===== config.mk =====
export PLATFORM = sky130hd
export DESIGN_NAME = cosim_tick_scheduler
export DESIGN_NICKNAME = d
export VERILOG_FILES = /design/src/rtl/cosim_tick_scheduler.sv
export SDC_FILE = /design/constraint.sdc
export NUM_CORES = 1
export LEC_CHECK = 0
export CORE_MARGIN = 2
export CORE_UTILIZATION = 45
export CTS_CLUSTER_DIAMETER = 100
export DETAILED_ROUTE_END_ITERATION = 7
export PLACE_DENSITY = 0.68
export REMOVE_ABC_BUFFERS = 1
export SLEW_MARGIN = 10
export SYNTH_ARGS = -nofsm -noshare
export SYNTH_HDL_FRONTEND = slang
export SYNTH_SLANG_ARGS = --single-unit

===== constraint.sdc =====
create_clock -name clk -period 6.02 [get_ports clk]
set_input_delay 1.204 -clock clk [delete_from_list [all_inputs] [get_ports clk]]
set_output_delay 1.204 -clock clk [all_outputs]
set_load 0.05 [all_outputs]

===== src/rtl/cosim_tick_scheduler.sv =====
// Co-simulation tick scheduler: issues one HDL-to-SystemC tick request every
// P clocks. Each request is held until it is acknowledged. The block counts
// completed handshakes against an optional budget and reports stalls,
// overruns and protocol errors.
module cosim_tick_scheduler #(
    parameter int CNT_W  = 16,
    parameter int TICK_W = 32
) (
    input  logic              clk,
    input  logic              rst,
    input  logic              start,
    input  logic              stop,
    input  logic              pause,
    input  logic [CNT_W-1:0]  cfg_period,
    input  logic [TICK_W-1:0] cfg_budget,
    input  logic              tick_ack,
    output logic              tick_req,
    output logic              busy,
    output logic              done,
    output logic [TICK_W-1:0] tick_count,
    output logic [TICK_W-1:0] stall_cycles,
    output logic              overrun,
    output logic              proto_err
);

    typedef enum logic [1:0] {
        ST_IDLE = 2'd0,
        ST_WAIT = 2'd1,
        ST_REQ  = 2'd2,
        ST_DONE = 2'd3
    } state_t;

    state_t              state_q, state_d;
    logic [CNT_W-1:0]    cnt_q, cnt_d;        // period countdown
    logic [CNT_W-1:0]    per_q, per_d;        // latched effective period P
    logic [TICK_W-1:0]   bud_q, bud_d;        // latched budget B
    logic [CNT_W-1:0]    wait_q, wait_d;      // stalled cycles of the current handshake
    logic                stop_pend_q, stop_pend_d;
    logic [TICK_W-1:0]   count_q, count_d;
    logic [TICK_W-1:0]   stall_q, stall_d;
    logic                overrun_q, overrun_d;
    logic                proto_q, proto_d;
    logic                tick_req_q, busy_q, done_q;

    logic [CNT_W-1:0]    eff_period_s;
    logic [TICK_W-1:0]   count_inc_s;
    logic [CNT_W:0]      wait_next_s;

    // Next-state, counter and sticky-flag logic for the scheduler FSM.
    always_comb begin
        state_d     = state_q;
        cnt_d       = cnt_q;
        per_d       = per_q;
        bud_d       = bud_q;
        wait_d      = wait_q;
        stop_pend_d = stop_pend_q;
        count_d     = count_q;
        stall_d     = stall_q;
        overrun_d   = overrun_q;
        // An acknowledge outside a request window is a protocol error.
        proto_d     = proto_q | (tick_ack & (state_q != ST_REQ));

        if (cfg_period == {CNT_W{1'b0}}) begin
            eff_period_s = CNT_W'(1);
        end else begin
            eff_period_s = cfg_period;
        end
        count_inc_s = count_q + TICK_W'(1);
        wait_next_s = {1'b0, wait_q} + (CNT_W + 1)'(1);

        case (state_q)
            ST_IDLE, ST_DONE: begin
                if (start) begin
                    per_d       = eff_period_s;
                    bud_d       = cfg_budget;
                    count_d     = {TICK_W{1'b0}};
                    stall_d     = {TICK_W{1'b0}};
                    overrun_d   = 1'b0;
                    proto_d     = tick_ack;
                    stop_pend_d = 1'b0;
                    wait_d      = {CNT_W{1'b0}};
                    // The start cycle itself is the first clock of the period,
                    // so the request rises exactly P clocks after start.
                    if (eff_period_s == CNT_W'(1)) begin
                        state_d = ST_REQ;
                        cnt_d   = {CNT_W{1'b0}};
                    end else begin
                        state_d = ST_WAIT;
                        cnt_d   = eff_period_s - CNT_W'(1);
                    end
                end else begin
                    state_d = state_q;
                end
            end
            ST_WAIT: begin
                if (stop) begin
                    state_d = ST_IDLE;
                end else if (pause) begin
                    cnt_d = cnt_q;
                end else if (cnt_q <= CNT_W'(1)) begin
                    state_d = ST_REQ;
                    cnt_d   = {CNT_W{1'b0}};
                    wait_d  = {CNT_W{1'b0}};
                end else begin
                    cnt_d = cnt_q - CNT_W'(1);
                end
            end
            ST_REQ: begin
                if (stop) begin
                    stop_pend_d = 1'b1;
                end else begin
                    stop_pend_d = stop_pend_q;
                end
                if (tick_ack) begin
                    count_d     = count_inc_s;
                    stop_pend_d = 1'b0;
                    if (stop_pend_q || stop) begin
                        state_d = ST_IDLE;
                    end else if ((bud_q != {TICK_W{1'b0}}) && (count_inc_s == bud_q)) begin
                        state_d = ST_DONE;
                    end else begin
                        state_d = ST_WAIT;
                        cnt_d   = per_q;
                    end
                end else begin
                    if (stall_q != {TICK_W{1'b1}}) begin
                        stall_d = stall_q + TICK_W'(1);
                    end else begin
                        stall_d = stall_q;
                    end
                    if (wait_q != {CNT_W{1'b1}}) begin
                        wait_d = wait_q + CNT_W'(1);
                    end else begin
                        wait_d = wait_q;
                    end
                    if (wait_next_s >= {1'b0, per_q}) begin
                        overrun_d = 1'b1;
                    end else begin
                        overrun_d = overrun_q;
                    end
                end
            end
            default: begin
                state_d = ST_IDLE;
            end
        endcase
    end

    // State, counters and registered outputs; reset aborts any run at once.
    always_ff @(posedge clk or posedge rst) begin
        if (rst) begin
            state_q     <= ST_IDLE;
            cnt_q       <= {CNT_W{1'b0}};
            per_q       <= {CNT_W{1'b0}};
            bud_q       <= {TICK_W{1'b0}};
            wait_q      <= {CNT_W{1'b0}};
            stop_pend_q <= 1'b0;
            count_q     <= {TICK_W{1'b0}};
            stall_q     <= {TICK_W{1'b0}};
            overrun_q   <= 1'b0;
            proto_q     <= 1'b0;
            tick_req_q  <= 1'b0;
            busy_q      <= 1'b0;
            done_q      <= 1'b0;
        end else begin
            state_q     <= state_d;
            cnt_q       <= cnt_d;
            per_q       <= per_d;
            bud_q       <= bud_d;
            wait_q      <= wait_d;
            stop_pend_q <= stop_pend_d;
            count_q     <= count_d;
            stall_q     <= stall_d;
            overrun_q   <= overrun_d;
            proto_q     <= proto_d;
            tick_req_q  <= (state_d == ST_REQ);
            busy_q      <= (state_d == ST_WAIT) || (state_d == ST_REQ);
            done_q      <= (state_d == ST_DONE);
        end
    end

    assign tick_req     = tick_req_q;
    assign busy         = busy_q;
    assign done         = done_q;
    assign tick_count   = count_q;
    assign stall_cycles = stall_q;
    assign overrun      = overrun_q;
    assign proto_err    = proto_q;

endmodule


==> results of run 1 <==
## worst reg2reg max path, cell delays in order, from the launching register on
cell      delay [ns]
dfrtp_1         0.42
inv_1           0.08
ha_1            0.14
buf_4           0.46
clkinv_1        0.66
nor2_1          0.80
a21oi_1         0.21
nor2_1          0.14
o2111a_1        0.62
nand3_1         0.19
xor2_1          0.17
nor2_1          0.05
## cell families after synthesis
| kind of cell | synth area share, % |
|---|---|
| simple gates | 24.08 |
| compound gates | 16.58 |
| flops | 37.83 |
| buf+inv | 4.343 |
| xor+xnor | 8.450 |
| mux | 5.352 |
| fa+ha+maj | 3.360 |
## power by group
| group | internal [W] | total (W) | leakage, nW | switching, W |
|---|---|---|---|---|
| Sequential | 0.00128 | 0.00159 | 1.98 | 0.000314 |
| Combinational | 0.000825 | 0.00207 | 2.64 | 0.00124 |
| Clock | 0.000583 | 0.00104 | 0.274 | 0.000458 |
## cell type report
class	instances	area (um2)	share of cell area, %
Multi-Input combinational cell	879	5818	48.66
Sequential cell	152	3804	31.81
Tap cell	280	350.3	2.930
Clock inverter	13	121.4	1.015
Timing Repair Buffer	130	1281	10.71
Inverter	36	140.1	1.172
Clock buffer	19	442.9	3.704
## state kept, by name, indices dropped and copies added, names as in the netlist, 2 cells and up
| signal | count |
|---|---|
| bud_q | 32 |
| cnt_q | 16 |
| per_q | 16 |
| stall_cycles | 32 |
| state_q | 2 |
| tick_count | 32 |
| wait_q | 16 |
## worst paths after layout
path	from	to	slack (ns)	cells past startpoint
worst max-delay path	cfg_period[2]	cnt_q[9]$_DFFE_PP0P_	1.60	12
worst min-delay path	per_q[8]$_DFFE_PP0P_	per_q[8]$_DFFE_PP0P_	0.51	1
worst max register to register	state_q[0]$_DFF_PP0_	stall_cycles[29]$_DFFE_PP0P_	1.92	11
worst min register to register	per_q[8]$_DFFE_PP0P_	per_q[8]$_DFFE_PP0P_	0.51	1
max in group asynchronous	rst	stall_cycles[0]$_DFFE_PP0P_	3.47	3
min in group asynchronous	rst	bud_q[26]$_DFFE_PP0P_	1.38	2
## metal layers
| layer | vias up | track usage, % |
|---|---|---|
| met4 | 0 | 8.126 |
| li1 | 4323 | - |
| met2 | 315 | 39.33 |
| met3 | 47 | 4.111 |
| met1 | 4456 | 33.60 |
| met5 | - | 0 |
## synth_stat cells, drive strengths merged, types with 7 or more instances
library cell and number:
a21o 9, a21oi 41, a222oi 8, a31oi 19, and2 12, and3 29, and4 16, buf 23
clkbuf 43, dfrtp 152, ha 27, inv 35, mux2 46, nand2 107, nand2b 12, nand3 58
nand3b 7, nand4 37, nor2 91, nor3 23, nor4 24, o211ai 20, o21ai 87, o22ai 10
o31ai 17, o41ai 7, or3 13, xnor2 50, xor2 47
## per-stage QoR
stage	power, W	cell area (um2)	worst slack [ns]
2_1_floorplan	0.002982	9752	0.7229
3_3_place_gp	0.003607	11390	1.373
3_5_place_dp	0.003649	11390	1.326
4_1_cts	0.004702	11960	1.745
5_1_grt	0.005012	11960	1.321
6_report	0.004703	11960	1.597
==> impl_metrics.tcl, run 1 <==
set metrics [dict create \
    fin_util_pct 54.62 \
    pin_count 123 \
    tns_ns 0 \
    first_global_vias 8797 \
    synth_async_sr_flop_share_pct 100.0 \
    vias 9141 \
    placedCellCount 1477 \
    synth.distinct_cells 79 \
    synth_top_area_share_pct 37.83 \
    critPathMostFrequentCell "nor2_1" \
    status "completed" \
    instances_no_fill 1509 \
    min_path_type "flip-flop to flip-flop" \
    post_cts_buffers 0 \
    rsz0062_at_grt "false" \
    path_cells "clkdlybuf4s50_1, nor4_2, nand4_1, nor3_1, or2_2, ha_1, nor3b_1, nor2_1, a222oi_1, nor2_1, a221oi_1, nand3_1" \
    antenna_cells 0 \
    critPathKind "input pin to flip-flop" \
    area_delta_synth_final_pct 18.94 \
    max_cap_viol_count 0 \
    critPathRequiredTime_ns 6.34 \
    postCtsResizedCells 0 \
    fp.dieW_um 153.5 \
    fp.dieH_um 153.5 \
    avgRoutedWirePerCell_um 18.82 \
    netlist_area_um2 10050 \
    final_max_slew_viol_count 0 \
    drt-total-wl_um 28390 \
    period_share_pct 73.47 \
    synth-main-ff-cell "dfrtp_1" \
    antenna_found_initial 0 \
    grt_pass1_wl_um 46870 \
    ys_ff_latch 152 \
    end_kind "flip-flop" \
    grt_max_degree 108 \
    cts_buffers 17 \
    yosysSeqAreaShare_pct 37.83 \
    crit_arrival_ns 4.74 \
    hpwlAfterDp_um 19830 \
    wl_met2_um 13430 \
    drcViolationCount 0 \
    rows 54 \
    syn_inst 1133 \
    hold_buffers 0 \
    cts.sinks 152 \
    finalNetCount 1297 \
    ant_nets 0 \
    io_buffers 122 \
    drt_iter0_markers 845 \
    critPathTopFamily "simple AND/OR/NAND/NOR gates" \
    slew_headroom_pct 19.76 \
    layout_common_cells "dfrtp_1 (152), clkdlybuf4s50_1 (122), nand2_1 (106), nor2_1 (89), o21ai_0 (84)" \
    core_um2 21890 \
    worst_pin_slew_ns 1.202 \
    setup_viol 0 \
    wl_met3_um 1721 \
    syn_avg_cell_area_um2 8.873 \
    drive_above_1_share_pct 9.194 \
    die_area_um2 23550 \
    cp_num_buf_inv 1 \
    finalClockSkew_ns 0.01000 \
    finalCriticalPeriod_ns 4.423 \
    m1WireLength_um 12600 \
    finalHoldViolations 0 \
    start_kind "input pin" \
    insertion_delay_ns 0.44 \
    power.density_nw_per_um2 393.3 \
    crit_path_top_delay_cell "nor3b_1" \
    start_util_pct 45.92 \
    dr.pass1.iters 7 \
    clkTransAtPathRegs_ns 0.07 \
    leakagePower_nw 4.896 \
    slowest_delay_ns 0.69 \
    yosysWarnings 0 \
    mostFrequentLayoutCell "dfrtp_1" \
    ir_drop_v 0.0002324 \
    track_usage_pct 24.43 \
    clock_path_buffers 2 \
    yosys-top-cells-area "dfrtp_1 (38%), mux2_2 (5.2%), xnor2_1 (4.4%)" \
    max_clock_freq_mhz 226.1 \
    synth_top_area_cell "dfrtp_1" \
    hold-worst-slack_ns 0.5124 \
    synth_edf_count 0 \
    cts_tree "yes" \
    htreeDepth 4 \
    grt-ovfl-total 0 \
    top_layer "met4" \
    gp_congestion 0.8971 \
    fillCellCount 2010 \
    crit_fanout 7 \
    root_buffer "clkbuf_16" \
    avgViaCountPerCell 6.058 \
]
Note: power is estimated with default switching activity, not from simulation.
==> run 2, diff against run 1 <==
--- a/config.mk
+++ b/config.mk
@@ -9,7 +9,7 @@
 export CORE_UTILIZATION = 45
 export CTS_CLUSTER_DIAMETER = 100
 export DETAILED_ROUTE_END_ITERATION = 7
-export PLACE_DENSITY = 0.68
+export PLACE_DENSITY = 0.7
 export REMOVE_ABC_BUFFERS = 1
 export SLEW_MARGIN = 10
 export SYNTH_ARGS = -nofsm -noshare
==> constraint.sdc (replaced) <==
create_clock -name clk -period 3.6 [get_ports clk]
set_input_delay 0.72 -clock clk [delete_from_list [all_inputs] [get_ports clk]]
set_output_delay 0.72 -clock clk [all_outputs]
set_load 0.05 [all_outputs]
==> impl_metrics.tcl, run 2 (synthesis gave the netlist of run 1 again) <==
set metrics [dict create \
    p_sw_w 0.003403 \
    power_w 0.008028 \
    wl_met2_um 13790 \
    cts.sinks 152 \
    layout_common_cells "dfrtp_1 (152), clkdlybuf4s50_1 (122), nand2_1 (106), nor2_1 (89), o21ai_0 (84)" \
    seqPwrFrac_pct 32.8 \
    insertion_delay_ns 0.43 \
    core_um2 21890 \
    start_util_pct 45.92 \
    final_max_slew_viol_count 0 \
    cts_tree "yes" \
    intPower_w 0.004626 \
    top_layer "met4" \
    mostFrequentLayoutCell "dfrtp_1" \
    clkTransAtPathRegs_ns 0.07 \
    worst_pin_slew_ns 0.6808 \
    multi_input_area_um2 5823 \
    hold_buffers 0 \
    drcViolationCount 0 \
    m1WireLength_um 12620 \
    gp_congestion 0.9515 \
    drt-total-wl_um 28990 \
    rsz0062_at_grt "false" \
    slew_headroom_pct 54.51 \
    fin_util_pct 56.57 \
    end_kind "flip-flop" \
    critPathRequiredTime_ns 3.94 \
    max_clock_freq_mhz 302.5 \
    placed_area_um2 11770 \
    dr.pass1.iters 8 \
    setup_viol 0 \
    wl_met3_um 1893 \
    crit_arrival_ns 3.65 \
    finalInstanceArea_um2 12380 \
    fp.dieH_um 153.5 \
    avgViaCountPerCell 6.026 \
    track_usage_pct 24.80 \
    crit_fanout 32 \
    root_buffer "clkbuf_16" \
    min_path_type "flip-flop to flip-flop" \
    grt_pass1_wl_um 47640 \
    finalCriticalPeriod_ns 3.306 \
    critPathKind "flip-flop to flip-flop" \
    io_buffers 122 \
    ant_nets 0 \
    ir_drop_v 0.0003205 \
    slowest_delay_ns 0.47 \
    fp.dieW_um 153.5 \
    antenna_found_initial 0 \
    pwr-share-clk_pct 22.1 \
    rows 54 \
    clock_path_buffers 2 \
    crit_path_top_delay_cell "or3_4" \
    period_share_pct 91.83 \
    area_delta_synth_final_pct 23.19 \
    vias 9412 \
    finalClockSkew_ns 0.01163 \
    drive_above_1_share_pct 13.03 \
    grt-ovfl-total 0 \
    p_comb_share_pct 45.0 \
    start_kind "flip-flop" \
    pin_count 123 \
    first_global_vias 9113 \
    power.density_nw_per_um2 648.3 \
    drt_iter0_markers 944 \
    finalHoldViolations 0 \
    hold_path_depth 1 \
    die_area_um2 23550 \
    status "completed" \
    hpwlAfterDp_um 21060 \
    max_cap_viol_count 0 \
    antenna_cells 0 \
    final-seq-area_um2 3804 \
    avgRoutedWirePerCell_um 18.56 \
    swShare_pct 42.38 \
    path_cells "ha_1, nand3_4, or3_4, nor4b_1, o22ai_1, a2111oi_2, and4_1, buf_4, o21ai_2, a311oi_2" \
    ff2ff_path_depth 10 \
    grt_max_degree 57 \
    fillCellCount 2005 \
    finalNetCount 1350 \
    placedCellCount 1525 \
    leakagePower_nw 5.183 \
    instances_no_fill 1562 \
    htreeDepth 4 \
    cts_buffers 17 \
]
==> run 2: changes by cell type in the layout (fill, tap and decap cells not counted), sizes merged <==
| cell | previous run | this run |
|---|---|---|
| inv | 37 | 41 |
| buf | 8 | 61 |
| clkinv | 9 | 7 |
| clkinvlp | 2 | 1 |
| clkbuf | 19 | 18 |
==> run 2: final timing paths <==
| kind | start | endpoint | slack, ns |
|---|---|---|---|
| min reg2reg | per_q[7]$_DFFE_PP0P_ | per_q[7]$_DFFE_PP0P_ | 0.51 |
| max | tick_count[1]$_DFFE_PP0P_ | cnt_q[15]$_DFFE_PP0P_ | 0.29 |
| min in group asynchronous | rst | bud_q[27]$_DFFE_PP0P_ | 0.71 |
| max reg2reg | tick_count[1]$_DFFE_PP0P_ | cnt_q[15]$_DFFE_PP0P_ | 0.29 |
| min | per_q[7]$_DFFE_PP0P_ | per_q[7]$_DFFE_PP0P_ | 0.51 |
| max in group asynchronous | rst | bud_q[7]$_DFFE_PP0P_ | 2.15 |
==> run 2: layer usage <==
layer | vias to the layer above | GRT usage (%)
met1 | 4573 | 33.84
met2 | 361 | 39.92
met4 | 0 | 8.781
li1 | 4422 | -
met3 | 56 | 4.225
met5 | - | 0
==> run 2: area by class of cell <==
| class | instances | area share, % |
|---|---|---|
| inverter | 36 | 1.132 |
| tap | 280 | 2.829 |
| timing repair buffer | 183 | 13.66 |
| multi-input combinational | 879 | 47.02 |
| clock buffer | 18 | 3.546 |
| sequential | 152 | 30.71 |
| clock inverter | 14 | 1.101 |
==> run 2: worst max-delay path: cells and delay by family, from the launching register on <==
kind	cells	cell delay [ns]
AND/OR/NAND/NOR	4	1.33
AO/OA/AOI/OAI	4	0.78
flip-flops	1	0.44
buffers and inverters	1	0.35
adder cells (fa/ha/maj)	1	0.33
==> run 2: timing repair <==
item	4_1_cts	5_1_grt
setup buffers	0	5
gates resized for setup	0	0
endpoints found under the setup margin	0	9
==> run 2: per-stage QoR <==
| stage | setup TNS, ns | hold slack, ns | worst slack, ns |
|---|---|---|---|
| after global routing | 0 | 0.5393 | 0.09736 |
| after floorplan | -189.59 | 0.4716 | -1.213 |
| after CTS | 0 | 0.5120 | 0.2650 |
| after global placement | 0 | 0.4893 | 0.1659 |
| after detailed placement | 0 | 0.4948 | 0.08702 |
| final | 0 | 0.5104 | 0.2941 |
==> run 2: power by group through the flow <==
| stage | combinational, W | sequential [W] | clock, W |
|---|---|---|---|
| after floorplan | 0.00241 | 0.00257 | 0 |
| after global placement | 0.00349 | 0.00264 | 0 |
| after detailed placement | 0.00357 | 0.00265 | 0 |
| after CTS | 0.00358 | 0.00263 | 0.00181 |
| after global routing | 0.00397 | 0.00270 | 0.00187 |
| final | 0.00362 | 0.00264 | 0.00178 |
==> patch 1 (settings of run 1) <==
Change the parameter `CNT_W` from 16 to 32.
--- a/src/rtl/cosim_tick_scheduler.sv
+++ b/src/rtl/cosim_tick_scheduler.sv
@@ -3,7 +3,7 @@
 // completed handshakes against an optional budget and reports stalls,
 // overruns and protocol errors.
 module cosim_tick_scheduler #(
-    parameter int CNT_W  = 16,
+    parameter int CNT_W  = 32,
     parameter int TICK_W = 32
 ) (
     input  logic              clk,
Ports: changed (resized cfg_period); port bits go from 123 to 139. No check against the original RTL was run, so the function may have changed too.
==> patch 1 against run 1 <==
- final cell count increased by 29%
- area after synthesis grew 31%
- routed wire length is 30% higher
- worst setup slack worse by 190 ps
- count of clock-buffer cells in the layout is 1 lower
- sequential cell count grew 48
- cell area increased by 29%
- critical path depth increased by 1
- total power rose by 31%
- clock power grew 12%
- combinational power up 38%
- critical endpoint is now cnt_q[26]
- largest power group unchanged
==> patch 1: results <==
export IMPL_gpl_final_weighted_congestion=0.903
export IMPL_globalRouteTotalUtil_pct=24.2
export IMPL_first_pass_iters=5
export IMPL_critical_path_max_stage_delay_ps=590
export IMPL_finalNetCount=1665
export IMPL_met2_layer_wire_length_in_the_routed_design_um=16600
export IMPL_route_met3_wl_um=2760
export IMPL_placed_area_mm2=0.0148
export IMPL_sequential_share_of_the_synthesized_area_pct=38.0
export IMPL_first_pass_grt_wire_length_um=59700
export IMPL_dr_first_iter_drc_count=1344
export IMPL_seq_cell_power_w=0.00214
export IMPL_final_worst_clock_skew_ps=11.5
export IMPL_global_route_usage_met3_pct=3.83
export IMPL_vias_in_the_first_global_route=11100
export IMPL_synth_area_top_cells="dfrtp_1, mux2_2, xnor2_1"
export IMPL_dp_slack_ps=1020
export IMPL_antenna_cells_inserted=0
export IMPL_max_slew_margin_rel_pct=22.7
export IMPL_comb_power_share_pct=46.4
export IMPL_arrival_ps=4930
export IMPL_post_route_cells_drive_above_1_share_pct=9.46
export IMPL_outcome="finished clean"
export IMPL_wl_um=36900
export IMPL_hpwl_um=26400
export IMPL_switching_share_pct=43.8
export IMPL_met1_length_um=16900
export IMPL_vias=11700
export IMPL_fill_cells=2608
export IMPL_synth_cells_most_frequent="dfrtp_1, nand2_1, nor2_1, o21ai_0, xnor2_1"
export IMPL_reg_power_share_pct=34.7
export IMPL_gr_usage_met2_pct=37.9
export IMPL_grt_use_met1_pct=35.0
export IMPL_worst_ir_drop_vdd_mv=0.270
export IMPL_cpMaxStageDelayCell="or4_4"
export IMPL_io_buffers=138
export IMPL_leakage_component_of_the_power_nw=6.45
export IMPL_synth_lib_cells_used_distinct=78
export IMPL_grt_max_degree=139
[patch 1: final cells by class]
| type | count | area (um^2) | share of cell area, % |
|---|---|---|---|
| clock buffers | 18 | 439 | 2.85 |
| clock inverters | 14 | 150 | 0.976 |
| inverters | 57 | 221 | 1.44 |
| multi-input cells | 1128 | 7630 | 49.6 |
| flip-flops and latches | 200 | 5000 | 32.5 |
| well taps | 384 | 480 | 3.12 |
| repair buffers | 148 | 1460 | 9.47 |
[patch 1: logic make-up (layout without fill, tap and decap cells)]
kind of cell / after synthesis / count (layout) / synth area share, %
AND/OR/NAND/NOR: 546 / 546 / 21.8
AO/OA/AOI/OAI: 304 / 304 / 14.6
flip-flops: 200 / 200 / 38.0
XOR/XNOR: 149 / 149 / 9.92
buffers and inverters: 123 / 237 / 3.98
multiplexers: 86 / 86 / 7.54
adder cells (fa/ha/maj): 43 / 43 / 4.09
[patch 1: path summary, 6_finish.rpt]
check,start,end,slack [ps],depth (start not counted)
worst max-delay path,cfg_period[24],cnt_q[26],1410,13
worst min-delay path,wait_q[27],wait_q[27],540,1
worst max register to register,tick_count[8],busy,1610,11
worst min register to register,wait_q[27],wait_q[27],540,1
max in group asynchronous,rst,tick_count[26],3560,3
min in group asynchronous,rst,stall_cycles[28],1390,2
[patch 1: metrics by stage]
| step | setup TNS, ps | utilization, % | hold slack (ps) | std cells |
|---|---|---|---|---|
| 2_1_floorplan | -127600 | - | 472 | 1385 |
| 3_3_place_gp | 0 | 51.4 | 498 | 1917 |
| 3_5_place_dp | 0 | 51.4 | 519 | 1917 |
| 4_1_cts | 0 | 53.5 | 537 | 1949 |
| 5_1_grt | 0 | 53.5 | 568 | 1949 |
| 6_report | 0 | 53.5 | 539 | 1949 |
==> patch 2 (settings of run 1) <==
Made on the original files. Register the output `tick_count` once more, with the module's reset; this adds one clock of latency there. The other outputs are not delayed to match.
--- a/src/rtl/cosim_tick_scheduler.sv
+++ b/src/rtl/cosim_tick_scheduler.sv
@@ -182,7 +182,13 @@
     assign tick_req     = tick_req_q;
     assign busy         = busy_q;
     assign done         = done_q;
-    assign tick_count   = count_q;
+    always_ff @(posedge clk or posedge rst) begin
+        if (rst) begin
+            tick_count <= '0;
+        end else begin
+            tick_count <= count_q;
+        end
+    end
     assign stall_cycles = stall_q;
     assign overrun      = overrun_q;
     assign proto_err    = proto_q;
Formal check against the unedited RTL: not equivalent (a bounded check fails within 4 cycles, from zero or initial values and one cycle with rst high).
==> patch 2 against run 1 <==
- largest power group unchanged
- first-iteration DRC count is 8.0% higher
- non-clock buffer count is 3 lower
- sequential cell count is 32 higher
- area after synthesis is 4.6% higher
- sequential share of layout area is 4.9 points higher
- worst setup slack better by 150 ps
- die area is 4.5% higher
- cell area is 4.9% higher
- highest routed layer unchanged
- routed wire length is 1.2% lower
- total power is 4.6% higher
==> patch 2: results <==
export IMPL_sequential_share_of_the_synthesized_area_pct=43.8
export IMPL_antenna_cells_inserted=0
export IMPL_leakage_component_of_the_power_nw=5.19
export IMPL_htreeDepth=4
export IMPL_clock_input_transition_at_the_sequential_cells_of_the_worst_setup_and_hold_paths_ps=70
export IMPL_post_route_cells_drive_above_1_share_pct=8.39
export IMPL_hold_end="tick_count[31]"
export IMPL_root_buffer="clkbuf_16"
export IMPL_vias_in_the_first_global_route=8911
export IMPL_setup_reg_to_reg_worst_slack_ps=1750
export IMPL_cts_repair_timing_setup_buffer_count=0
export IMPL_hpwl_um=20200
export IMPL_vias=9071
export IMPL_synth_lib_cells_used_distinct=73
export IMPL_syn_to_final_growth_pct=19.2
export IMPL_dr_first_iter_drc_count=913
export IMPL_first_pass_grt_wire_length_um=45900
export IMPL_final_worst_clock_skew_ps=12.3
export IMPL_synth_cells_most_frequent="dfrtp_1, nor2_1, o21ai_0, nand2_1, a21oi_1"
export IMPL_insertion_delay_ps=440
export IMPL_grt_max_degree=144
export IMPL_rr_startpoint="count_q[5]"
export IMPL_wl_um=28100
export IMPL_worst_ir_drop_vdd_mv=0.223
export IMPL_rr_endpoint="cnt_q[2]"
export IMPL_worst_min_delay_path_class="register to register"
export IMPL_io_buffers=122
export IMPL_hold_path_startpoint="count_q[31]"
export IMPL_cts_made_buffers=17
export IMPL_timing_worst_slew_pin_value_ps=1210
export IMPL_finalNetCount=1307
export IMPL_gpl_final_weighted_congestion=0.932
export IMPL_outcome="finished clean"
export IMPL_cts_buffer_depth=2
export IMPL_min_delay_path_depth=0
export IMPL_worst_hold_slack_ps=455
export IMPL_asyncSetResetFlopFracSynth_pct=100
export IMPL_critical_path_peak_fanout=19
export IMPL_synth_area_top_cells="dfrtp_1, mux2_2, o21ai_0"
export IMPL_globalRouteOverflowTotal=0
export IMPL_arrival_ps=4600
export IMPL_globalRouteTotalUtil_pct=23.5
export IMPL_rr_worst_depth=8
export IMPL_fill_cells=2054
export IMPL_first_pass_iters=5
export IMPL_cts_repair_resized=0
-- patch 2: cell types whose count changed in the layout (fill, tap and decap cells not counted), moves of 9 or more --
cell | before | now
a31oi_1 | 19 | 8
dfrtp_1 | 152 | 184
o211ai_1 | 20 | 1
nor2_1 | 89 | 117
o22ai_1 | 10 | 1
nand3_1 | 56 | 43
xnor2_1 | 50 | 40
a21oi_1 | 41 | 57
o21ai_0 | 84 | 101
nand4_1 | 34 | 25
a31o_1 | 0 | 10
and3_1 | 29 | 19
-- patch 2: logic make-up (layout without fill, tap and decap cells) --
group | Yosys count | after routing | share of synthesized area (%)
adders and majority gates | 27 | 27 | 3.21
buffers and inverters | 91 | 195 | 3.82
AOI/OAI and AO/OA | 263 | 263 | 15.8
muxes | 51 | 51 | 5.44
and+or+nand+nor | 436 | 436 | 21.0
DFF | 184 | 184 | 43.8
xor gates and xnor gates | 83 | 83 | 6.91
-- patch 2: per-stage QoR --
stage | instances | worst slack, ps | cell area [um^2] | utilization (%) | total power [W]
floorplan | 1080 | -184 | 10300 | - | 0.00311
finish | 1552 | 1750 | 12500 | 55.1 | 0.00492
global placement | 1520 | 1570 | 11900 | 52.3 | 0.00369
detailed placement | 1520 | 1420 | 11900 | 52.3 | 0.00373
global route | 1552 | 1390 | 12500 | 55.1 | 0.00523
CTS | 1552 | 1770 | 12500 | 55.0 | 0.00491
-- patch 2: cell type report --
class	count	area share, %
clock buffers	18	3.50
clock inverters	14	1.41
multi-input cells	860	44.1
flip-flops and latches	184	36.7
repair buffers	127	10.0
well taps	313	3.12
inverters	36	1.14
-- patch 2: worst max-delay path, cell delays in order (launching register included) --
cell and delay (ps):
dfrtp_1 520, and3_1 420, nand4_1 480, or4_1 670
a2bb2oi_1 180, nand4b_1 110, or4_1 910, or2_0 560
a31o_1 300
-- patch 2: metal layers --
metal | global-route usage [%] | routed length (um)
met1 | 31.6 | 12700
met5 | 0 | 0
met3 | 4.57 | 1600
met4 | 8.91 | 790
met2 | 37.6 | 12900
-- patch 2: how the worst max path moves through the flow --
stage             startpoint       end  slack [ps]  depth (start not counted)
6_report          count_q[5]  cnt_q[2]        1750                          8
2_1_floorplan            rst  bud_q[0]        -180                          1
4_1_cts           count_q[0]  cnt_q[2]        1770                          9
3_3_place_gp   cfg_period[8]  cnt_q[0]        1570                         15
3_5_place_dp   cfg_period[8]  cnt_q[1]        1420                         15
5_1_grt           count_q[0]  cnt_q[2]        1390                          9
-- patch 2: report_power, final --
part | leakage (nW) | internal (W) | switching, W | total, W
registers | 2.43 | 0.00149 | 0.000313 | 0.00181
clock network | 0.301 | 0.000644 | 0.000534 | 0.00118
logic | 2.45 | 0.000762 | 0.00117 | 0.00193
total | 5.19 | 0.00290 | 0.00202 | 0.00492
